==> config.mk <==
export PLATFORM = sky130hd
export DESIGN_NAME = byte_serializer
export DESIGN_NICKNAME = d
export VERILOG_FILES = /design/src/rtl/byte_serializer.sv
export SDC_FILE = /design/constraint.sdc
export NUM_CORES = 1
export LEC_CHECK = 0
export CORE_MARGIN = 8
export CORE_UTILIZATION = 47
export CTS_BUF_LIST = sky130_fd_sc_hd__clkbuf_16
export DETAILED_ROUTE_END_ITERATION = 6
export PLACE_DENSITY = 0.8
export SYNTH_ARGS = -nofsm -noshare
export SYNTH_HDL_FRONTEND = slang
export SYNTH_SLANG_ARGS = --single-unit
export TNS_END_PERCENT = 10
==> constraint.sdc <==
create_clock -name clk -period 1.9 [get_ports clk]
set_clock_uncertainty 0.2 [all_clocks]
set_input_delay 0.38 -clock clk [delete_from_list [all_inputs] [get_ports clk]]
set_output_delay 0.38 -clock clk [all_outputs]
set_load 0.03 [all_outputs]
==> src/rtl/byte_serializer.sv <==
// -----------------------------------------------------------------------------
// byte_serializer
//   Takes a 32-bit word presented as four byte lanes (b1 = most significant)
//   and emits it one byte per handshake on a valid/ready byte stream.
//   A new word is accepted either from IDLE or in the same cycle the 4th byte
//   of the held word handshakes, so back-to-back words stream with no bubble.
//
// Parameters
//   REV_ORDER : 0 = emit b1,b2,b3,b4 ; nonzero = emit b4,b3,b2,b1
//
// Ports
//   clk       in   1  clock, all state updates on the rising edge
//   reset     in   1  synchronous active-high reset
//   b1..b4    in   8  word byte lanes (b1 = MS lane)
//   in_valid  in   1  upstream word present on b1..b4
//   in_ready  out  1  word accepted this cycle when in_valid is also high
//   out_data  out  8  current byte (0 when idle)
//   out_valid out  1  out_data is valid
//   out_ready in   1  downstream consumes the byte this cycle
//   out_last  out  1  high with the 4th byte of a word
//   out_idx   out  2  emission position 0..3 of the current byte
//   word_cnt  out  8  count of fully emitted words, modulo 256
// -----------------------------------------------------------------------------
module byte_serializer #(
  parameter int unsigned REV_ORDER = 0
) (
  input  logic       clk,
  input  logic       reset,
  input  logic [7:0] b1,
  input  logic [7:0] b2,
  input  logic [7:0] b3,
  input  logic [7:0] b4,
  input  logic       in_valid,
  output logic       in_ready,
  output logic [7:0] out_data,
  output logic       out_valid,
  input  logic       out_ready,
  output logic       out_last,
  output logic [1:0] out_idx,
  output logic [7:0] word_cnt
);

  typedef enum logic {
    ST_IDLE = 1'b0,
    ST_SEND = 1'b1
  } state_t;

  state_t      r_state;
  logic [31:0] r_hold;
  logic [1:0]  r_idx;
  logic [7:0]  r_word_cnt;

  logic        w_send;
  logic        w_idx_last;
  logic        w_accept;
  logic [1:0]  w_lane;

  assign w_send     = (r_state == ST_SEND);
  assign w_idx_last = (r_idx == 2'd3);

  // While sending, a new word can only enter as the final byte leaves, which
  // keeps the held word intact until its 4th byte has handshaken.
  assign in_ready = ~w_send | (out_ready & w_idx_last);
  assign w_accept = in_valid & in_ready;

  // Lane 3 is b1 (bits 31:24). Forward order walks lanes 3..0, reverse 0..3.
  assign w_lane = (REV_ORDER != 0) ? r_idx : ~r_idx;

  assign out_valid = w_send;
  assign out_data  = w_send ? r_hold[{w_lane, 3'b000} +: 8] : 8'h00;
  assign out_last  = w_send & w_idx_last;
  assign out_idx   = r_idx;
  assign word_cnt  = r_word_cnt;

  always_ff @(posedge clk) begin
    if (reset) begin
      r_state    <= ST_IDLE;
      r_hold     <= 32'h0;
      r_idx      <= 2'd0;
      r_word_cnt <= 8'd0;
    end else begin
      case (r_state)
        ST_IDLE: begin
          if (w_accept) begin
            r_hold  <= {b1, b2, b3, b4};
            r_idx   <= 2'd0;
            r_state <= ST_SEND;
          end
        end
        ST_SEND: begin
          if (out_ready) begin
            if (w_idx_last) begin
              r_word_cnt <= r_word_cnt + 8'd1;
              r_idx      <= 2'd0;
              if (w_accept) begin
                r_hold <= {b1, b2, b3, b4};
              end else begin
                r_state <= ST_IDLE;
              end
            end else begin
              r_idx <= r_idx + 2'd1;
            end
          end
        end
        default: r_state <= ST_IDLE;
      endcase
    end
  end

endmodule

==> impl_metrics.tcl <==
set metrics [dict create \
    violations "setup timing" \
    drv_cap 0 \
    grt_max_degree 43 \
    rows 23 \
    ant_nets 0 \
    path_class "register to output pin" \
    p_int_mw 1.57 \
    ios 57 \
    hp-class "register to register" \
    syn-mean-instance-area_um2 8.88 \
    hold_slack_ns 0.275 \
    cpMaxStageDelayCell "mux4_2" \
    hold_buffers 0 \
    critPathCaptureType "output pin" \
    cts-buffers-inserted 5 \
    setup_ws_ns -0.323 \
    final_cells 336 \
    p_sw_mw 0.492 \
    required_ns 1.32 \
    finalHoldViolCount 0 \
    track_usage_pct 18.0 \
    gr-total-overflow 0 \
    gp_congestion 0.778 \
    postSynthCellCount 219 \
    cts_buffer_depth 2 \
    placed_cells 325 \
    rsz0062_at_grt "true" \
    ys_seq_elements 43 \
    clk_pin_slew_worst_paths_ns 0.06 \
    fin_crit_ns 2.22 \
    drc_errors 0 \
    syn_to_final_growth_pct 48.9 \
    tightest_slew_ns 0.335 \
    synthesis.area_um2 1950 \
    dieArea_um2 6450 \
    comb_power_share_pct 15.0 \
    status "finished with violations" \
    crit_fanout 5 \
    fmax_ghz 0.450 \
    wire_per_inst_um 16.4 \
    vias 1885 \
    cts.sinks 43 \
    drtIter0Drc 175 \
    first_pass_iters 4 \
    drive_above_1_share_pct 24.5 \
    crit_path_max_incr_delay_ns 0.50 \
    worstPathCellList "buf_4, buf_12, mux4_2, and2_4, buf_6" \
    diodes 0 \
    p_leak_nw 1.12 \
    wl_um 5520 \
    slew_headroom_pct 77.6 \
    ys.warnings.count 0 \
    nets 325 \
    fin_crit_sh_pct 117 \
    die_w_um 80.3 \
    crit_path_start_kind "register" \
    sequentialPowerShare_pct 46.8 \
    critPathBufInv 3 \
    initial_core_util_pct 48.6 \
    pwr-share-clk_pct 38.2 \
    ir_worst_vdd_uv 546 \
    dp_hpwl_um 3790 \
    portBuffers 56 \
    antenna_found_initial 0 \
    grt_pass1_vias 1919 \
    p_per_area_nw_per_um2 712 \
    synthDistinctLibCells 27 \
    cts_max_level 2 \
    clk_latency_ns 0.28 \
    cts_tree "built" \
    yosysSeqAreaShare_pct 44.2 \
    critical-path-top-delay-family "multiplexers" \
    arrival_ns 1.64 \
    grt_pass1_wl_um 9290 \
    die_height_um 80.3 \
    setup_viol 11 \
    coreArea_um2 4000 \
    syn_nets 257 \
    switching_share_pct 23.8 \
    drv_slew 0 \
    via_per_inst 5.61 \
    root_buffer "clkbuf_16" \
]
## cells in the mapped netlist
master,n,area (um2)
a21boi_4,1,18.8
a21oi_1,37,185
a32oi_1,2,17.5
and2_1,9,56.3
buf_1,3,11.3
buf_2,4,20.0
clkbuf_1,14,52.6
clkinv_1,1,3.75
dfxtp_1,43,861
ha_1,2,25.0
inv_1,3,11.3
mux2_2,1,11.3
mux2i_1,2,20.0
mux4_2,8,180
nand2_1,2,7.51
nand3_1,33,165
nand3_4,1,17.5
nand4_1,2,12.5
nor2_1,7,26.3
nor2b_1,1,6.26
nor4_1,1,6.26
o21ai_0,34,170
o31ai_1,2,15.0
or3_1,2,12.5
or4_1,2,15.0
xnor2_1,1,8.76
xor2_1,1,8.76
## power by group through the flow
stage	clock network [mW]	registers, mW	logic, mW
2_1_floorplan	0	0.982	0.149
3_3_place_gp	0	0.983	0.290
3_5_place_dp	0	0.985	0.296
4_1_cts	0.795	0.966	0.309
5_1_grt	0.832	0.971	0.338
6_report	0.788	0.966	0.309
## repair_timing
item | in CTS | in global routing
cloned | 0 | 0
setup endpoints to repair | 22 | 20
pin swaps | 9 | 3
setup buffers | 2 | 3
gates resized for setup | 70 | 5
## metal layers
metal,global-route usage [%],share of wire [%],vias to the layer above
met5,0,0,-
met4,5.09,0.92,0
met1,22.1,40,891
met3,6.58,8.5,7
li1,-,-,926
met2,28.9,50,61
## layout by cell type, fill, tap and decap left out, drive strengths merged, types with 4 or more instances in the layout
master	instances
nor2	7
inv	4
and2	9
buf	38
o21ai	34
clkbuf	5
dfxtp	43
a21oi	37
mux4	8
clkdlybuf4s50	35
dlygate4sd2	7
nand3	34
## kinds of logic (layout without fill, tap and decap cells)
group                    count (synthesis)  count (layout)  share of synthesized area (%)
AO/OA/AOI/OAI                           76              76                           20.9
flip-flops                              43              43                           44.2
multiplexers                            11              11                           10.9
buffers and inverters                   25              92                           5.08
adder cells (fa/ha/maj)                  2               2                           1.29
AND/OR/NAND/NOR                         60              60                           16.7
XOR/XNOR                                 2               2                          0.900
## worst reg2reg max path, cell delays in order (launching register included)
cell and delay (ns):
dfxtp_4 0.35, buf_6 0.11, buf_4 0.12, ha_4 0.14, buf_6 0.12, nand3_4 0.09, buf_4 0.15, or4_1 0.47
a21oi_1 0.12
## state kept, by name (all words and copies together) (netlist names)
name / count
r_hold: 32
word_cnt: 8
out_idx: 2
out_valid: 1
## path summary, 6_finish.rpt
path / startpoint / to / slack, ns / cells after the start
hold / removal: r_hold[9]$_SDFFE_PP0P_ / r_hold[9]$_SDFFE_PP0P_ / 0.27 / 2
hold reg to reg: r_hold[9]$_SDFFE_PP0P_ / r_hold[9]$_SDFFE_PP0P_ / 0.27 / 2
setup reg to reg: out_idx[1]$_SDFFE_PP0P_ / word_cnt[3]$_SDFFE_PP0P_ / -0.03 / 8
setup / recovery: out_idx[1]$_SDFFE_PP0P_ / out_data[7] / -0.32 / 5
## final cells by class
| class | count | area (um2) |
|---|---|---|
| fillers | 304 | 1100 |
| multi-input cells | 151 | 1030 |
| flip-flops and latches | 43 | 866 |
| repair buffers | 82 | 791 |
| clock buffers | 5 | 125 |
| well taps | 50 | 62.6 |
| inverters | 4 | 15.0 |
| clock inverters | 1 | 3.75 |
## through the flow
step / utilization, % / setup TNS, ns / cell area, um2 / worst slack, ns / total power, mW
3_5_place_dp: 66.4 / -4.79 / 2660 / -0.429 / 1.28
4_1_cts: 71.6 / -2.45 / 2870 / -0.335 / 2.07
3_3_place_gp: 66.4 / -4.53 / 2660 / -0.428 / 1.27
2_1_floorplan: - / 0 / 1970 / 0.0149 / 1.13
5_1_grt: 72.4 / -3.51 / 2900 / -0.370 / 2.14
6_report: 72.4 / -2.89 / 2900 / -0.323 / 2.06
(Power assumes the default switching activity.)
==> RTL edit 1 (same flow settings) <==
Put one more register stage on the output `word_cnt`, with the module's reset. The value now appears one clock later. The other outputs are not delayed to match.
--- a/src/rtl/byte_serializer.sv
+++ b/src/rtl/byte_serializer.sv
@@ -70,7 +70,13 @@
   assign out_data  = w_send ? r_hold[{w_lane, 3'b000} +: 8] : 8'h00;
   assign out_last  = w_send & w_idx_last;
   assign out_idx   = r_idx;
-  assign word_cnt  = r_word_cnt;
+  always_ff @(posedge clk) begin
+    if (reset) begin
+      word_cnt <= '0;
+    end else begin
+      word_cnt <= r_word_cnt;
+    end
+  end
 
   always_ff @(posedge clk) begin
     if (reset) begin
Behaviour: not the same (a bounded check fails within 10 cycles, from zero or initial values and one cycle with reset high).
==> RTL edit 1 against the unedited design <==
The flow still finishes with violations (negative setup slack); register-to-register slack better by 0.09 ns; wire length increased by 13%; cell area increased by 7.4%; global-route usage down 0.73 points; combinational power is 6% higher; clock power grew 7.2%; hold slack improved by 0.0028 ns; worst setup slack improved by 0.074 ns; total power increased by 12%; non-clock buffer count down 4; fmax rose by 3.4%; sequential cell count grew 8; area after synthesis grew 11%.
==> RTL edit 1: results (changes against the unedited design) <==
* Initial drt markers at 140 (-20%)
* Top post-synthesis cells by count: dfxtp_1 (51), a21oi_1 (34), nand3_1 (34), o21ai_0 (34), clkbuf_1 (14)
* Worst R2R Path Depth at 6 (-2)
* Vias per cell at 5.673 (+1.1%)
* CTS HTree Levels at 2 (unchanged)
* Pin count of the biggest net entering global routing at 34 (-21%)
* Worst vdd ir at 0.4650 mV (-15%)
* Tightest Pin Transition at 0.3491 ns (+0.01366 ns)
* Share of cells above drive strength 1 at 23.33% (-1.1 points)
* Filler cells at 328 (+7.9%)
* First-pass GRT wire length at 9.991 mm (+7.5%)
* Post-Place Cells at 342 (+5.2%)
* Failing checks: negative setup slack
* Drt first pass iters at 4 (unchanged)
* Pre-CTS setup slack at -0.4383 ns (-0.009021 ns)
* Post-synth cell types at 26 (-3.7%)
* GPL Wtd Cong at 0.8146 (+4.8%)
* Final cell count without fillers at 352 (+4.8%)
* HP Class: reg2reg
* Vias in the first global route at 2,017 (+5.1%)
* CTS Buf Count at 5 (unchanged)
* Worst Path Max Fanout at 5 (unchanged)
* Routed len/inst at 17.65 microns (+7.5%)
* Setup-violating endpoint count in the final report at 10 (-1)
* Synthesized Nets at 274 (+6.6%)
* Final WS setup at -0.2494 ns (+0.07357 ns)
* Leak at 1.180 nW (+5.1%)
* WS Path Type: reg2out
* Gr usage total at 17.31% (-0.73 points)
* Sequential share of the synthesized area at 47.41% (+3.2 points)
* Post-DP HPWL at 4.250 mm (+12%)
* Synthesized area per cell at 9.124 sq um (+2.7%)
* Status: complete, but fails checks
* Synth area leaders: dfxtp_1 (47%), mux4_2 (8.4%), a21oi_1 (7.9%)
* Min-delay src: r_word_cnt[7]
* Final setup TNS at -2.181 ns (+0.7082 ns)
* Hold path depth at 1 (-1)
## RTL edit 1: kinds of logic (layout without fill, tap and decap cells)
logic type | Yosys count | in the layout | share of synthesized area [%]
fa+ha+maj | 2 | 2 | 1.162
flops | 51 | 51 | 47.41
simple gates | 72 | 72 | 17.61
buf+inv | 25 | 89 | 4.648
mux | 13 | 13 | 10.87
xor+xnor | 2 | 2 | 0.8136
compound gates | 71 | 71 | 17.49
## RTL edit 1: layout make-up
type                       count  share of cell area, %
clock buffer                   5                  4.019
sequential                    51                  32.96
clock inverter                 3                 0.3617
tap                           52                  2.090
multi-input combinational    160                  34.93
inverter                       3                 0.3617
timing repair buffer          78                  25.28
## RTL edit 1: final timing paths
kind | end | slack [ns]
setup / recovery | out_data[3] | -0.25
hold / removal | word_cnt[7] | 0.28
setup reg to reg | r_word_cnt[7] | 0.06
hold reg to reg | word_cnt[7] | 0.28
## RTL edit 1: what timing repair did
item / in CTS / in global routing
hold buffers: 0 / 0
gates cloned: 0 / 0
pin swaps: 0 / 1
gates resized for setup: 72 / 6
setup endpoints to repair: 18 / 30
buffers inserted: 2 / 0
## RTL edit 1: per-stage QoR
step | util [%] | cell area [sq um]
final | 71.00 | 3113
after global routing | 71.00 | 3113
after detailed placement | 65.67 | 2879
after global placement | 65.67 | 2879
after floorplan | - | 2175
after CTS | 70.43 | 3088
## RTL edit 1: report_power, final
part	internal (W)	total, W	switching (W)
sequential	0.00111	0.00114	0.0000257
combinational	0.000172	0.000327	0.000155
clock	0.000474	0.000845	0.000371
total	0.00176	0.00231	0.000552
## RTL edit 1: per-layer routing
layer  GRT usage, %  share of wire, %  vias up
met2          28.35                49       68
met1          19.85                41      943
met4          8.320               2.5        0
met3          5.469               7.3       14
met5              0                 0        -
li1               -                 -      972
## RTL edit 1: worst max-delay path, delay by kind of cell (launching register included)
family                 cells  cell delay (ns)
DFF                        1             0.37
muxes                      1             0.49
and+or+nand+nor            1             0.17
buffers and inverters      2             0.25
==> RTL edit 2 (same settings) <==
Without the edit above. Make the reset (`reset`) asynchronous in one clocked block. Comments in the files are not updated.
--- a/src/rtl/byte_serializer.sv
+++ b/src/rtl/byte_serializer.sv
@@ -72,7 +72,7 @@
   assign out_idx   = r_idx;
   assign word_cnt  = r_word_cnt;
 
-  always_ff @(posedge clk) begin
+  always_ff @(posedge clk or posedge reset) begin
     if (reset) begin
       r_state    <= ST_IDLE;
       r_hold     <= 32'h0;
Function: differs if reset is asserted again (counterexample within 4 cycles, from zero or initial values and one cycle with reset high); with reset held inactive, the same outputs for 10 cycles.
==> RTL edit 2 against the unedited design <==
Worst setup slack got worse by 0.059 ns; the flow still finishes with violations (negative setup slack); critical path type unchanged; cell area is 7.5% higher; core utilization fell by 0.39 points; area after synthesis up 7.8%; register-to-register slack worse by 0.15 ns; largest cell class is now flip-flops and latches; cell count is 22% lower; sequential cell count is the same; wire length decreased by 9.9%; critical endpoint is now out_data[0].
Power is not compared: it rests on default switching activity, and its combinational part moved more than twofold at a synthesized area within 25%.
==> RTL edit 2: results (changes against the unedited design) <==
* Final wirelength at 4.970 mm (-9.9%)
* R2R Path End: r_hold[17]
* NonClk Buf Share at 25.86% (-1.4 points)
* Filler cells at 288 (-5.3%)
* Vias in the first global route at 1,568 (-18%)
* Yosys warns at 0 (unchanged)
* FF-to-FF Start: out_idx[0]
* Final cell count without fillers at 263 (-22%)
* Gr usage total at 15.27% (-2.8 points)
* Count of multi-input gates at 77 (-49%)
* Layout clock area frac at 5.261% (+0.81 points)
* Post-synth cell types at 23 (-15%)
* Metal2 WL at 2.581 mm (-7.4%)
* NumNets Final at 248 (-24%)
* Setup-violating endpoint count in the final report at 42 (+31)
* Fin area at 3115 sq um (+7.5%)
* Worst-path clk slew at 0.06 ns (about the same)
* First-pass GRT wire length at 7.831 mm (-16%)
* Worst EP arrival at 1.70 ns (+0.06 ns)
* Share of cells above drive strength 1 at 48.34% (+24 points)
* Post-Place Cells at 252 (-22%)
* Fraction of area in multi-input gates at 31.77% (-3.9 points)
* Placed Area at 2854 sq um (+7.4%)
* Status: complete, but fails checks
* Switch share at 33.10%
* Flop-to-flop setup slack at -0.18 ns (-0.15 ns)
* Final WS setup at -0.3817 ns (-0.05872 ns)
* Met3 wire length at 320 microns (-32%)
* Met1 WL at 2.002 mm (-9.5%)
* Post-DP HPWL at 3.608 mm (-4.7%)
* Grt met2 use at 27.12% (-1.8 points)
* Area Growth Syn to Fin at 48.57%
* Final setup TNS at -7.936 ns (-5.047 ns)
* HP Class: in2async
* Bufs w/o clock at 80 (-2.4%)
* Non-CTS inverters at 3 (-1)
* Initial drt markers at 77 (-56%)
* Sequential share of the synthesized area at 51.31% (+7.1 points)
* Top_reg_cell synth: dfrtp_1
* Via count at 1,351 (-28%)
* Synthesized area per cell at 16.26 sq um (+83%)
* Synthesized Nets at 167 (-35%)
* Clock latency at the later pin of the worst-skew pair at 0.28 ns (about the same)
* Top post-synthesis cells by count: dfrtp_1 (43), mux2_4 (30), and2_1 (9)
* Max reg flops at 32 (unchanged)
* Failing checks: negative setup slack
* Storage element area at 1080 sq um (+25%)
* Met3 usage at 4.310% (-2.3 points)
* End point of the critical path: out_data[0]
* Met1 GRT Util at 17.34% (-4.8 points)
* Drt first pass iters at 4 (unchanged)
* Clock buf count at 5 (unchanged)
* Pin count of the biggest net entering global routing at 31 (-28%)
* CP max stage cell: mux4_2
* Synth area leaders: dfrtp_1 (51%), mux2_4 (21%), mux4_2 (8.6%)
* Slew headroom at 64.46% (-13 points)
* GPL Wtd Cong at 0.7661 (-1.5%)
-- RTL edit 2: worst min path at each step --
stage | to | slack (ns)
6_report | r_hold[19] | 0.18
5_1_grt | r_hold[19] | 0.21
4_1_cts | r_hold[19] | 0.19
3_5_place_dp | word_cnt[7] | 0.27
3_3_place_gp | word_cnt[7] | 0.26
2_1_floorplan | r_hold[29] | 0.27
-- RTL edit 2: logic make-up (layout without fill, tap and decap cells) --
family | count (synthesis) | count (layout) | synth area share (%)
AO/OA/AOI/OAI | 3 | 3 | 1.731
adder cells (fa/ha/maj) | 2 | 2 | 1.193
XOR/XNOR | 7 | 7 | 2.924
buffers and inverters | 9 | 91 | 4.057
AND/OR/NAND/NOR | 23 | 23 | 6.623
flip-flops | 43 | 43 | 51.31
multiplexers | 42 | 42 | 32.16
-- RTL edit 2: worst register-to-register path, cell delays in order, from the launching register on --
cell and delay [ns]:
dfrtp_2 0.43, buf_6 0.14, buf_6 0.12, ha_4 0.16, a21bo_4 0.22, buf_6 0.12
nand2_8 0.08, buf_12 0.17, mux2_4 0.32
-- RTL edit 2: power by group through the flow --
stage / clock [W] / combinational (W) / sequential (W)
2_1_floorplan: 0 / 0.00188 / 0.00166
3_3_place_gp: 0 / 0.00277 / 0.00165
3_5_place_dp: 0 / 0.00283 / 0.00167
4_1_cts: 0.000971 / 0.00304 / 0.00164
5_1_grt: 0.00102 / 0.00324 / 0.00169
6_report: 0.000956 / 0.00308 / 0.00164
-- RTL edit 2: timing repair --
item | CTS | global route
endpoints found under the setup margin | 55 | 45
buffers inserted | 2 | 1
hold endpoints to repair | 0 | 0
pin swaps | 1 | 3
hold buffers | 0 | 0
resized for setup | 64 | 10
